<file path="src/rtl/fwd_hazard_ctrl.sv">
// Forwarding-select, load-use stall and branch-flush control for a 5-stage pipeline.
// Tracks EX/MEM/WB register-usage records and counts load-use stall cycles (saturating).
module fwd_hazard_ctrl #(
    parameter int CNT_W = 16
) (
    input  logic             clk,
    input  logic             rst,
    input  logic             id_valid,
    input  logic [4:0]       id_rs1,
    input  logic [4:0]       id_rs2,
    input  logic [4:0]       id_rd,
    input  logic             id_regwrite,
    input  logic             id_is_load,
    input  logic             branch_taken,
    output logic [1:0]       mux1_sel,
    output logic [1:0]       mux2_sel,
    output logic             stall,
    output logic             flush,
    output logic [CNT_W-1:0] stall_cnt
);

    typedef struct packed {
        logic       valid;
        logic [4:0] rs1;
        logic [4:0] rs2;
        logic [4:0] rd;
        logic       regwrite;
        logic       is_load;
    } stage_t;

    localparam stage_t BUBBLE = '0;

    stage_t           ex_q, ex_d;
    stage_t           mem_q;
    stage_t           wb_q;
    logic [CNT_W-1:0] stall_cnt_q, stall_cnt_d;
    logic             load_use;
    logic [1:0][4:0]  src_w;
    logic [3:0]       sel_w;
    logic             unused_wb_bits;

    function automatic logic writer_match(input stage_t s, input logic [4:0] r);
        return s.valid & s.regwrite & (s.rd != 5'd0) & (s.rd == r);
    endfunction

    assign src_w = {ex_q.rs2, ex_q.rs1};

    // Nearer producer (MEM) takes precedence over the older one (WB).
    generate
        for (genvar gi = 0; gi < 2; gi++) begin : g_fwd
            assign sel_w[2*gi +: 2] = !ex_q.valid                     ? 2'b00 :
                                      writer_match(mem_q, src_w[gi]) ? 2'b01 :
                                      writer_match(wb_q,  src_w[gi]) ? 2'b10 :
                                                                       2'b00;
        end
    endgenerate

    assign mux1_sel = sel_w[1:0];
    assign mux2_sel = sel_w[3:2];

    assign flush    = branch_taken & ex_q.valid;
    assign load_use = id_valid & ex_q.valid & ex_q.is_load & (ex_q.rd != 5'd0) &
                      ((ex_q.rd == id_rs1) | (ex_q.rd == id_rs2));
    assign stall    = load_use & ~flush;

    always_comb begin
        ex_d        = BUBBLE;
        stall_cnt_d = stall_cnt_q;
        if (!(stall | flush)) begin
            ex_d.valid    = id_valid;
            ex_d.rs1      = id_rs1;
            ex_d.rs2      = id_rs2;
            ex_d.rd       = id_rd;
            ex_d.regwrite = id_regwrite & id_valid;
            ex_d.is_load  = id_is_load & id_valid;
        end
        if (stall && (stall_cnt_q != '1)) begin
            stall_cnt_d = stall_cnt_q + CNT_W'(1);
        end
    end

    always_ff @(posedge clk or negedge rst) begin
        if (!rst) begin
            ex_q        <= BUBBLE;
            mem_q       <= BUBBLE;
            wb_q        <= BUBBLE;
            stall_cnt_q <= '0;
        end else begin
            ex_q        <= ex_d;
            mem_q       <= ex_q;
            wb_q        <= mem_q;
            stall_cnt_q <= stall_cnt_d;
        end
    end

    assign stall_cnt = stall_cnt_q;

    // WB sources and load flag are kept for record completeness only.
    assign unused_wb_bits = ^{wb_q.rs1, wb_q.rs2, wb_q.is_load};

endmodule
</file>
<file path="config.mk">
export PLATFORM = sky130hd
export DESIGN_NAME = fwd_hazard_ctrl
export DESIGN_NICKNAME = d
export VERILOG_FILES = /design/src/rtl/fwd_hazard_ctrl.sv
export SDC_FILE = /design/constraint.sdc
export NUM_CORES = 1
export LEC_CHECK = 0
export CORE_ASPECT_RATIO = 0.7
export CORE_MARGIN = 2
export CORE_UTILIZATION = 46
export DETAILED_ROUTE_END_ITERATION = 10
export PLACE_DENSITY_LB_ADDON = 0.25
export SYNTH_ARGS = -nofsm -noshare
export SYNTH_HDL_FRONTEND = slang
export SYNTH_SLANG_ARGS = --single-unit
</file>
<file path="constraint.sdc">
create_clock -name clk -period 1.8 [get_ports clk]
set_clock_uncertainty 0.1 [all_clocks]
set_input_delay 0.36 -clock clk [delete_from_list [all_inputs] [get_ports clk]]
set_output_delay 0.36 -clock clk [all_outputs]
set_load 0.01 [all_outputs]
</file>
# Yosys cells after proc, flatten, opt, wreduce, memory -nomap -nowiden
# Index checks and enable logic that the tools add are counted.
[totals]
output_inout_bits = 22
regBits = 48
inputBits = 21
[classes]
addsub = 1
reduce_logical = 4
n_bitwise = 19
muxes = 7
eq_ne = 7
[ops]
columns = ["op", "n"]
rows = [
  ["$eq A5 B5 Y1", 6],
  ["$mux W18", 1],
  ["$add A16 B1 Y16 const B", 1],
  ["$and A1 B1 Y1", 16],
  ["$ne A16 B16 Y1 const B", 1],
  ["$reduce_bool A5 Y1", 3],
  ["$mux W2", 6],
  ["$or A1 B1 Y1", 2],
  ["$logic_and A1 B1 Y1", 1],
  ["$not A1 Y1", 1],
]

# Logic depth before layout (Yosys ltp)
# Gate-level depths: netlist of the first run.
[logic_depth]
ltp_word = 7
ltp_mapped = 6
depth_no_buf = 6

# Least setup slack after synthesis of the first run
# Ideal clock, no wire load.
[synth_timing]
path_kind = "register -> register"
startpoint = "reg stall_cnt_q[0] (netlist: stall_cnt[0])"
endpoint = "reg stall_cnt_q[1] (netlist: stall_cnt[1])"
path_slack_ns = -0.166
path_stages_with_launch = 6
arrival_time_ns = 1.741
n_path_buf = 0
cell_sequence = "dfrtp_1 -> ha_1 -> and4_2 -> a311oi_4 -> and2_4 -> mux2_4"
[synth_via]
elab_chain_cells = 2
word_cells_on_any_way = 3
cone_classes = "add/sub (1); eq/ne (1); reduce/logical (1)"
[synth_lines]
columns = ["item", "line_no", "source"]
rows = [
  ["from (decl)", "36", "logic [CNT_W-1:0] stall_cnt_q, stall_cnt_d;"],
  ["from (signal assigned)", "92", "stall_cnt_q <= stall_cnt_d;"],
  ["branches (longest 2 deep; another with $add A16 B1 Y16)", "--", ""],
]
# Several ways; the timed one is not identified.
# A chain may end at the register's enable or synchronous reset.

# Worst setup path after layout of the first run
[layout_timing]
startpoint = "reg mem_q[5] (netlist bit)"
endpoint = "out mux2_sel[1]"
[layout_via]
elab_chain_cells = 5
word_cells_on_any_way = 6
cone_classes = "eq/ne (1); mux (2); bitwise (2); reduce/logical (1)"
[layout_lines]
columns = ["item", "line_no", "source"]
rows = [
  ["from (decl)", "34", "stage_t mem_q;"],
  ["from (signal assigned)", "90", "mem_q <= ex_q;"],
  ["$reduce_bool A5 Y1", "43", "return s.valid & s.regwrite & (s.rd != 5'd0) & (s.rd == r);"],
  ["$and A1 B1 Y1", "43", ""],
  ["$and A1 B1 Y1 (*)", "43", ""],
  ["$mux W2 (*)", "52", "writer_match(mem_q, src_w[gi]) ? 2'b01 :"],
  ["$mux W2 (*)", "51", "assign sel_w[2*gi +: 2] = !ex_q.valid ? 2'b00 :"],
  ["to (decl)", "16", "output logic [1:0] mux2_sel,"],
]
# Mark *: on every way between the ends. The rest lies on a longest branch, timed or not.

==> metrics.txt, run 1 <==
# TYPE chip_impl_metric gauge
chip_impl_metric{name="cts_max_level",unit=""} 2
chip_impl_metric{name="syn_nets",unit=""} 204
chip_impl_info{name="post_synth_main_area_contributors",value="sky130_fd_sc_hd__dfrtp_1 (55%), sky130_fd_sc_hd__xnor2_1 (14%), sky130_fd_sc_hd__and2_1 (5.7%)"} 1
chip_impl_info{name="setup.worst_path.end_class",value="output pin"} 1
chip_impl_metric{name="drt-wirelength-per-cell",unit="um"} 17.8
chip_impl_metric{name="core-area",unit="um^2"} 4450
chip_impl_info{name="synth_top_cells_by_count",value="sky130_fd_sc_hd__dfrtp_1 (48), sky130_fd_sc_hd__xnor2_1 (34), sky130_fd_sc_hd__and2_1 (20)"} 1
chip_impl_metric{name="power_per_cell_area",unit="nW/um^2"} 744
chip_impl_metric{name="finalSetupViolCount",unit=""} 37
chip_impl_metric{name="global_route.usage.total",unit="%"} 23.9
chip_impl_metric{name="slew_viol_final",unit=""} 0
chip_impl_metric{name="tritoncts_num_sinks",unit=""} 48
chip_impl_metric{name="stdcell_count",unit=""} 340
chip_impl_metric{name="count_of_flip_flops_with_a_built_in_enable_after_synthesis",unit=""} 0
chip_impl_metric{name="number_of_global_route_vias_before_repair",unit=""} 1786
chip_impl_metric{name="report.power.total",unit="mW"} 2.60
chip_impl_info{name="cts_root_buffer",value="sky130_fd_sc_hd__clkbuf_8"} 1
chip_impl_metric{name="port_buffers",unit=""} 42
chip_impl_metric{name="worst_slew_margin_rel",unit="%"} 61.2
chip_impl_info{name="rr_startpoint",value="ex_q[5]$_DFF_PN0_"} 1
chip_impl_metric{name="antenna_violating_nets_post_route",unit=""} 0
chip_impl_metric{name="seq_cells_post_synth",unit=""} 48
chip_impl_info{name="failing_checks",value="negative setup slack"} 1
chip_impl_info{name="criticalPathCategory",value="reg2out"} 1
chip_impl_info{name="tritoncts_clock_tree",value="yes"} 1
chip_impl_metric{name="totalWireLength",unit="mm"} 6.06
chip_impl_metric{name="grt_antenna_before_repair",unit=""} 0
chip_impl_metric{name="r2r_setup_slack",unit="ns"} -0.29
chip_impl_info{name="worstHoldPathType",value="in2async"} 1
chip_impl_metric{name="routed_via_density",unit=""} 5.38
chip_impl_metric{name="grt_pass1_wl",unit="mm"} 9.23
chip_impl_metric{name="drtPass1Iterations",unit=""} 4
chip_impl_info{name="rsz0062_at_grt",value="true"} 1
chip_impl_metric{name="syn2layout_area_growth",unit="%"} 60.0
chip_impl_metric{name="chipHeight",unit="um"} 61.7
chip_impl_metric{name="vias",unit=""} 1828
chip_impl_metric{name="fp.dieArea",unit="um^2"} 5330
chip_impl_metric{name="worst-slew-pin-transition",unit="ns"} 0.582
chip_impl_info{name="yosys.cell_count.top_type",value="sky130_fd_sc_hd__dfrtp_1"} 1
chip_impl_metric{name="hold-worst-slack",unit="ns"} 0.0243
chip_impl_metric{name="multi_input_combinational_cell_area",unit="um^2"} 1170
chip_impl_metric{name="cellLeakagePower",unit="nW"} 1.76
chip_impl_metric{name="grt-ovfl-total",unit=""} 0
chip_impl_metric{name="seq_area_frac_synth",unit="%"} 54.9
chip_impl_metric{name="io_pins",unit=""} 43
chip_impl_metric{name="async_reset_ff_share",unit="%"} 100
chip_impl_metric{name="die_x",unit="um"} 86.4
chip_impl_metric{name="fin_area",unit="um^2"} 3500
chip_impl_metric{name="nets_finish",unit=""} 306
chip_impl_info{name="cp_startpoint_kind",value="flop"} 1
chip_impl_metric{name="peakVddDrop",unit="mV"} 0.629
chip_impl_metric{name="clk-insertion-delay-late",unit="ns"} 0.31
chip_impl_info{name="netlist.top_cell.by_area",value="sky130_fd_sc_hd__dfrtp_1"} 1
chip_impl_metric{name="post_route_cells_drive_above_1_share",unit="%"} 39.6
chip_impl_metric{name="ys_warn_count",unit=""} 0
chip_impl_metric{name="final_cycle_utilization_of_the_critical_path",unit="%"} 135
chip_impl_metric{name="netlist-cell-type-count",unit=""} 30
chip_impl_metric{name="arrival",unit="ns"} 1.97
chip_impl_metric{name="worst_slack",unit="ns"} -0.628
chip_impl_metric{name="critical_path.max_fanout",unit=""} 2
chip_impl_metric{name="gpl.final_weighted_congestion",unit=""} 0.821
chip_impl_metric{name="fmax",unit="MHz"} 412
chip_impl_metric{name="post-route-min-period",unit="ns"} 2.43
chip_impl_metric{name="cp.required",unit="ns"} 1.34
chip_impl_metric{name="post_synth_instance_area",unit="um^2"} 2190
chip_impl_metric{name="remaining_drc_errors",unit=""} 0
chip_impl_metric{name="synthesized_instance_count",unit=""} 182
chip_impl_metric{name="numCtsBuffers",unit=""} 5
chip_impl_metric{name="diodes",unit=""} 0
chip_impl_metric{name="drtIter0Drc",unit=""} 83
chip_impl_metric{name="post-place-cells",unit=""} 321
chip_impl_metric{name="cts_max_path_buffers",unit=""} 2
chip_impl_info{name="run_status",value="finished with violations"} 1
chip_impl_metric{name="synth.top_cell.area_share",unit="%"} 54.9
chip_impl_metric{name="cts_hold_buf",unit=""} 0
chip_impl_metric{name="placement.cell_area",unit="um^2"} 3000
chip_impl_metric{name="floorplan.initialDensity",unit="%"} 49.1
chip_impl_metric{name="core.rowCount",unit=""} 20
chip_impl_info{name="ys.flop_type",value="sky130_fd_sc_hd__dfrtp_1"} 1
chip_impl_info{name="r2r_end",value="ex_q[1]$_DFF_PN0_"} 1
chip_impl_metric{name="n_fill_cell",unit=""} 253
chip_impl_metric{name="timing.reg2reg.worst_path_depth",unit=""} 8
chip_impl_metric{name="regArea",unit="um^2"} 1200
chip_impl_metric{name="max_cap_violations",unit=""} 0
chip_impl_metric{name="detailed_place_hpwl",unit="mm"} 3.72
chip_impl_metric{name="postSynthAreaPerCell",unit="um^2"} 12.0
chip_impl_metric{name="hold_viol",unit=""} 0
chip_impl_metric{name="maximum_number_of_pins_on_one_net_before_global_route_repair",unit=""} 49
chip_impl_metric{name="clk_pin_slew",unit="ns"} 0.09
-- worst max-delay path, stage by stage (launching register included) --
cell                       delay, ns
sky130_fd_sc_hd__dfrtp_1        0.39
sky130_fd_sc_hd__or4_4          0.53
sky130_fd_sc_hd__o211ai_1       0.25
sky130_fd_sc_hd__buf_4          0.16
sky130_fd_sc_hd__nor4_2         0.04
sky130_fd_sc_hd__nor3_1         0.13
sky130_fd_sc_hd__buf_2          0.16
-- through the flow --
stage | setup TNS (ns) | setup WS [ns] | utilization [%]
global route | -11.53 | -0.726 | 78.5
detailed placement | -16.33 | -0.719 | 67.3
CTS | -10.70 | -0.586 | 76.0
floorplan | -0.676 | -0.128 | -
finish | -9.29 | -0.628 | 78.5
global placement | -14.34 | -0.673 | 67.3
-- metal layers --
layer | track usage, % | vias up | wire [um]
li1 | - | 833 | -
met1 | 34.0 | 923 | 2790
met2 | 37.3 | 59 | 2840
met3 | 5.28 | 13 | 303
met4 | 8.04 | 0 | 119
met5 | 0 | - | 0
-- state kept, by name, summed over array words and instances (netlist names) --
register,cells
ex_q,18
mem_q,7
stall_cnt,16
wb_q,7
-- where the power goes --
part | switching, mW | internal (mW) | leakage, nW
logic | 0.159 | 0.200 | 1.07
registers | 0.0456 | 1.13 | 0.616
clock network | 0.375 | 0.694 | 0.0784
-- cells by family (layout without fill, tap and decap cells) --
group | Yosys count | count (layout) | synth area share, %
simple gates | 77 | 77 | 20.5
flops | 48 | 48 | 54.9
xor+xnor | 45 | 45 | 18.0
compound gates | 7 | 7 | 4.35
buf+inv | 3 | 106 | 0.915
fa+ha+maj | 1 | 1 | 0.572
mux | 1 | 1 | 0.686
-- cell type report --
class,instances,area share [%]
clock buffer,5,1.97
clock inverter,3,2.58
inverter,1,0.179
multi-input combinational,131,33.5
sequential,48,34.4
tap,55,1.97
timing repair buffer,97,25.4
-- worst max-delay path by stage --
| stage | from | depth (start not counted) | endpoint | slack, ns |
|---|---|---|---|---|
| 5_1_grt | mem_q[5]$_DFF_PN0_ | 6 | mux2_sel[1] | -0.73 |
| 6_report | mem_q[5]$_DFF_PN0_ | 6 | mux2_sel[1] | -0.63 |
| 3_3_place_gp | id_rs2[4] | 6 | stall | -0.67 |
| 2_1_floorplan | ex_q[3]$_DFF_PN0_ | 5 | stall_cnt[1]$_DFFE_PN0P_ | -0.13 |
| 3_5_place_dp | id_rs2[0] | 6 | stall | -0.72 |
| 4_1_cts | mem_q[5]$_DFF_PN0_ | 6 | mux2_sel[1] | -0.59 |
-- repair_timing --
| action | 4_1_cts | 5_1_grt |
|---|---|---|
| cloned | 2 | 1 |
| pin swaps | 22 | 22 |
| resized for setup | 55 | 47 |
| setup endpoints to repair | 41 | 51 |
| buffers inserted | 13 | 5 |
-- cell usage in the layout (no fill, tap or decap), drive strengths merged, types with 4 or more instances in the layout --
master / instances
xnor2: 34
and2: 21
nor3: 6
dlygate4sd2: 4
dfrtp: 48
clkbuf: 5
nand3: 16
and3: 8
clkdlybuf4s50: 19
buf: 61
dlymetal6s2s: 12
nand2: 6
nand4: 6
xor2: 11
(Power assumes the default switching activity.)
==> inputs of run 2 (changes only) <==
--- a/config.mk
+++ b/config.mk
@@ -6,10 +6,11 @@
 export NUM_CORES = 1
 export LEC_CHECK = 0
 export CORE_ASPECT_RATIO = 0.7
-export CORE_MARGIN = 2
+export CORE_MARGIN = 5
 export CORE_UTILIZATION = 46
 export DETAILED_ROUTE_END_ITERATION = 10
 export PLACE_DENSITY_LB_ADDON = 0.25
+export SLEW_MARGIN = 25
 export SYNTH_ARGS = -nofsm -noshare
 export SYNTH_HDL_FRONTEND = slang
 export SYNTH_SLANG_ARGS = --single-unit
==> run 2 against run 1 <==
Against the previous run:
- the run still ends with negative setup slack left
- critical path depth did not move
- largest cell class unchanged
- register-to-register slack improved by 0.07 ns
- sequential power barely moved
==> metrics.txt, run 2 (synthesis gave the netlist of run 1 again) <==
# TYPE chip_impl_metric gauge
chip_impl_metric{name="clk_pin_slew",unit="ns"} 0.08
chip_impl_metric{name="largest_register_ff_count",unit=""} 18
chip_impl_metric{name="peakVddDrop",unit="mV"} 0.570
chip_impl_metric{name="cp.required",unit="ns"} 1.34
chip_impl_metric{name="final_cycle_utilization_of_the_critical_path",unit="%"} 131
chip_impl_metric{name="hold_viol",unit=""} 0
chip_impl_metric{name="drtIter0Drc",unit=""} 131
chip_impl_metric{name="finalSetupViolCount",unit=""} 39
chip_impl_metric{name="netSwitchingPower",unit="mW"} 0.564
chip_impl_metric{name="clk-insertion-delay-late",unit="ns"} 0.31
chip_impl_metric{name="drt-wirelength-per-cell",unit="um"} 17.2
chip_impl_metric{name="n_fill_cell",unit=""} 286
chip_impl_metric{name="remaining_drc_errors",unit=""} 0
chip_impl_metric{name="cellLeakagePower",unit="nW"} 1.79
chip_impl_metric{name="pwr-share-seq",unit="%"} 50.3
chip_impl_metric{name="detailed_place_hpwl",unit="mm"} 3.66
chip_impl_metric{name="io_pins",unit=""} 43
chip_impl_metric{name="r2r_setup_slack",unit="ns"} -0.22
chip_impl_metric{name="regArea",unit="um^2"} 1200
chip_impl_metric{name="worst-slew-pin-transition",unit="ns"} 0.352
chip_impl_metric{name="cts_max_path_buffers",unit=""} 2
chip_impl_metric{name="diodes",unit=""} 0
chip_impl_metric{name="worst_slew_margin_rel",unit="%"} 76.5
chip_impl_info{name="setup.worst_path.end_class",value="output pin"} 1
chip_impl_metric{name="power.share.combinational",unit="%"} 16.9
chip_impl_metric{name="hold-worst-slack",unit="ns"} 0.260
chip_impl_info{name="rsz0062_at_grt",value="true"} 1
chip_impl_info{name="failing_checks",value="negative setup slack"} 1
chip_impl_info{name="worst_hold_startpoint",value="ex_q[1]$_DFF_PN0_"} 1
chip_impl_metric{name="floorplan.initialDensity",unit="%"} 46.5
chip_impl_metric{name="fin_setup_tns",unit="ns"} -6.52
chip_impl_info{name="cts_root_buffer",value="sky130_fd_sc_hd__clkbuf_8"} 1
chip_impl_metric{name="core-area",unit="um^2"} 4700
chip_impl_info{name="tritoncts_clock_tree",value="yes"} 1
chip_impl_info{name="run_status",value="finished with violations"} 1
chip_impl_metric{name="numCtsBuffers",unit=""} 5
chip_impl_metric{name="tritoncts_num_sinks",unit=""} 48
chip_impl_metric{name="cts_max_level",unit=""} 2
chip_impl_metric{name="fp.dieArea",unit="um^2"} 6260
chip_impl_metric{name="post-route-min-period",unit="ns"} 2.37
chip_impl_metric{name="arrival",unit="ns"} 1.91
chip_impl_metric{name="sw_ratio",unit="%"} 24.2
chip_impl_metric{name="slew_viol_final",unit=""} 0
chip_impl_metric{name="totalWireLength",unit="mm"} 5.83
chip_impl_metric{name="post_route_cells_drive_above_1_share",unit="%"} 37.5
chip_impl_metric{name="fmax",unit="MHz"} 423
chip_impl_metric{name="max_cap_violations",unit=""} 0
chip_impl_info{name="startpoint",value="mem_q[5]$_DFF_PN0_"} 1
chip_impl_metric{name="grt_antenna_before_repair",unit=""} 0
chip_impl_metric{name="syn2layout_area_growth",unit="%"} 60.2
chip_impl_info{name="most-common-layout-cells",value="sky130_fd_sc_hd__dfrtp_1 (48), sky130_fd_sc_hd__buf_4 (39), sky130_fd_sc_hd__xnor2_1 (26)"} 1
chip_impl_metric{name="nets_finish",unit=""} 304
chip_impl_info{name="rr_startpoint",value="ex_q[3]$_DFF_PN0_"} 1
chip_impl_info{name="criticalPathCategory",value="reg2out"} 1
chip_impl_metric{name="multi_input_combinational_cell_area",unit="um^2"} 1190
chip_impl_metric{name="number_of_global_route_vias_before_repair",unit=""} 1729
chip_impl_metric{name="global_route.usage.total",unit="%"} 17.4
chip_impl_info{name="layout_commonest_cell",value="sky130_fd_sc_hd__dfrtp_1"} 1
chip_impl_metric{name="die_x",unit="um"} 92.4
chip_impl_info{name="registers.top_by_ff_count",value="ex_q"} 1
chip_impl_metric{name="drtPass1Iterations",unit=""} 4
chip_impl_metric{name="clkPwrFrac",unit="%"} 32.8
chip_impl_metric{name="internal_power",unit="mW"} 1.76
chip_impl_metric{name="vias",unit=""} 1762
chip_impl_metric{name="port_buffers",unit=""} 42
chip_impl_metric{name="worst_slack",unit="ns"} -0.566
chip_impl_metric{name="routed_via_density",unit=""} 5.18
chip_impl_metric{name="grt-ovfl-total",unit=""} 0
chip_impl_metric{name="core.rowCount",unit=""} 21
chip_impl_metric{name="placement.cell_area",unit="um^2"} 3000
chip_impl_metric{name="critical_path.max_fanout",unit=""} 2
chip_impl_info{name="worstHoldPathType",value="reg2reg"} 1
chip_impl_metric{name="maximum_number_of_pins_on_one_net_before_global_route_repair",unit=""} 49
chip_impl_metric{name="gpl.final_weighted_congestion",unit=""} 0.779
chip_impl_metric{name="grt_pass1_wl",unit="mm"} 8.29
chip_impl_metric{name="power_per_cell_area",unit="nW/um^2"} 664
chip_impl_metric{name="fin_area",unit="um^2"} 3500
chip_impl_metric{name="antenna_violating_nets_post_route",unit=""} 0
chip_impl_metric{name="chipHeight",unit="um"} 67.7
chip_impl_info{name="cp_startpoint_kind",value="flop"} 1
[run 2: metal layers]
layer  track usage (%)  wire, um  vias to the layer above
met5                 0         0                        -
met1              24.3      2690                      878
met4              7.04        93                        0
met3              3.90       294                        9
met2              26.6      2750                       48
li1                  -         -                      827
[run 2: final timing paths]
kind / cells past startpoint / to
setup / recovery: 6 / mux2_sel[0]
hold / removal: 0 / mem_q[1]$_DFF_PN0_
setup reg to reg: 6 / stall_cnt[1]$_DFFE_PN0P_
hold reg to reg: 0 / mem_q[1]$_DFF_PN0_
max in group asynchronous: 3 / stall_cnt[4]$_DFFE_PN0P_
min in group asynchronous: 3 / stall_cnt[11]$_DFFE_PN0P_
[run 2: metrics by stage]
stage	std cells	total power, mW	worst slack [ns]	utilization, %
floorplan	182	1.33	-0.128	-
global placement	322	1.49	-0.671	63.9
detailed placement	322	1.50	-0.739	63.9
CTS	339	2.28	-0.577	69.3
global route	340	2.41	-0.658	74.5
finish	340	2.33	-0.566	74.5
[run 2: area by class of cell]
type,count,share of cell area (%)
clock inverter,2,1.00
clock buffer,6,2.07
sequential,48,34.3
tap,57,2.03
multi-input combinational,131,34.0
inverter,1,0.107
timing repair buffer,95,26.5
[run 2: repair_timing]
action	4_1_cts	5_1_grt
hold buffers	1	0
gates cloned	0	1
setup buffers	8	4
hold endpoints to repair	48	0
gates resized for setup	48	47
setup endpoints to repair	41	49
pin swaps	21	30
[run 2: power by group through the flow]
| stage | clock network (mW) | registers (mW) | logic (mW) |
|---|---|---|---|
| 5_1_grt | 0.814 | 1.18 | 0.422 |
| 4_1_cts | 0.778 | 1.17 | 0.336 |
| 2_1_floorplan | 0 | 1.19 | 0.133 |
| 3_3_place_gp | 0 | 1.19 | 0.300 |
| 3_5_place_dp | 0 | 1.19 | 0.305 |
| 6_report | 0.762 | 1.17 | 0.393 |
[run 2: worst max-delay path: stages, from the launching register on]
cell	delay, ns
sky130_fd_sc_hd__dfrtp_1	0.38
sky130_fd_sc_hd__or4_1	0.51
sky130_fd_sc_hd__o211ai_1	0.24
sky130_fd_sc_hd__buf_4	0.16
sky130_fd_sc_hd__nor4_2	0.04
sky130_fd_sc_hd__and2_1	0.15
sky130_fd_sc_hd__buf_2	0.13
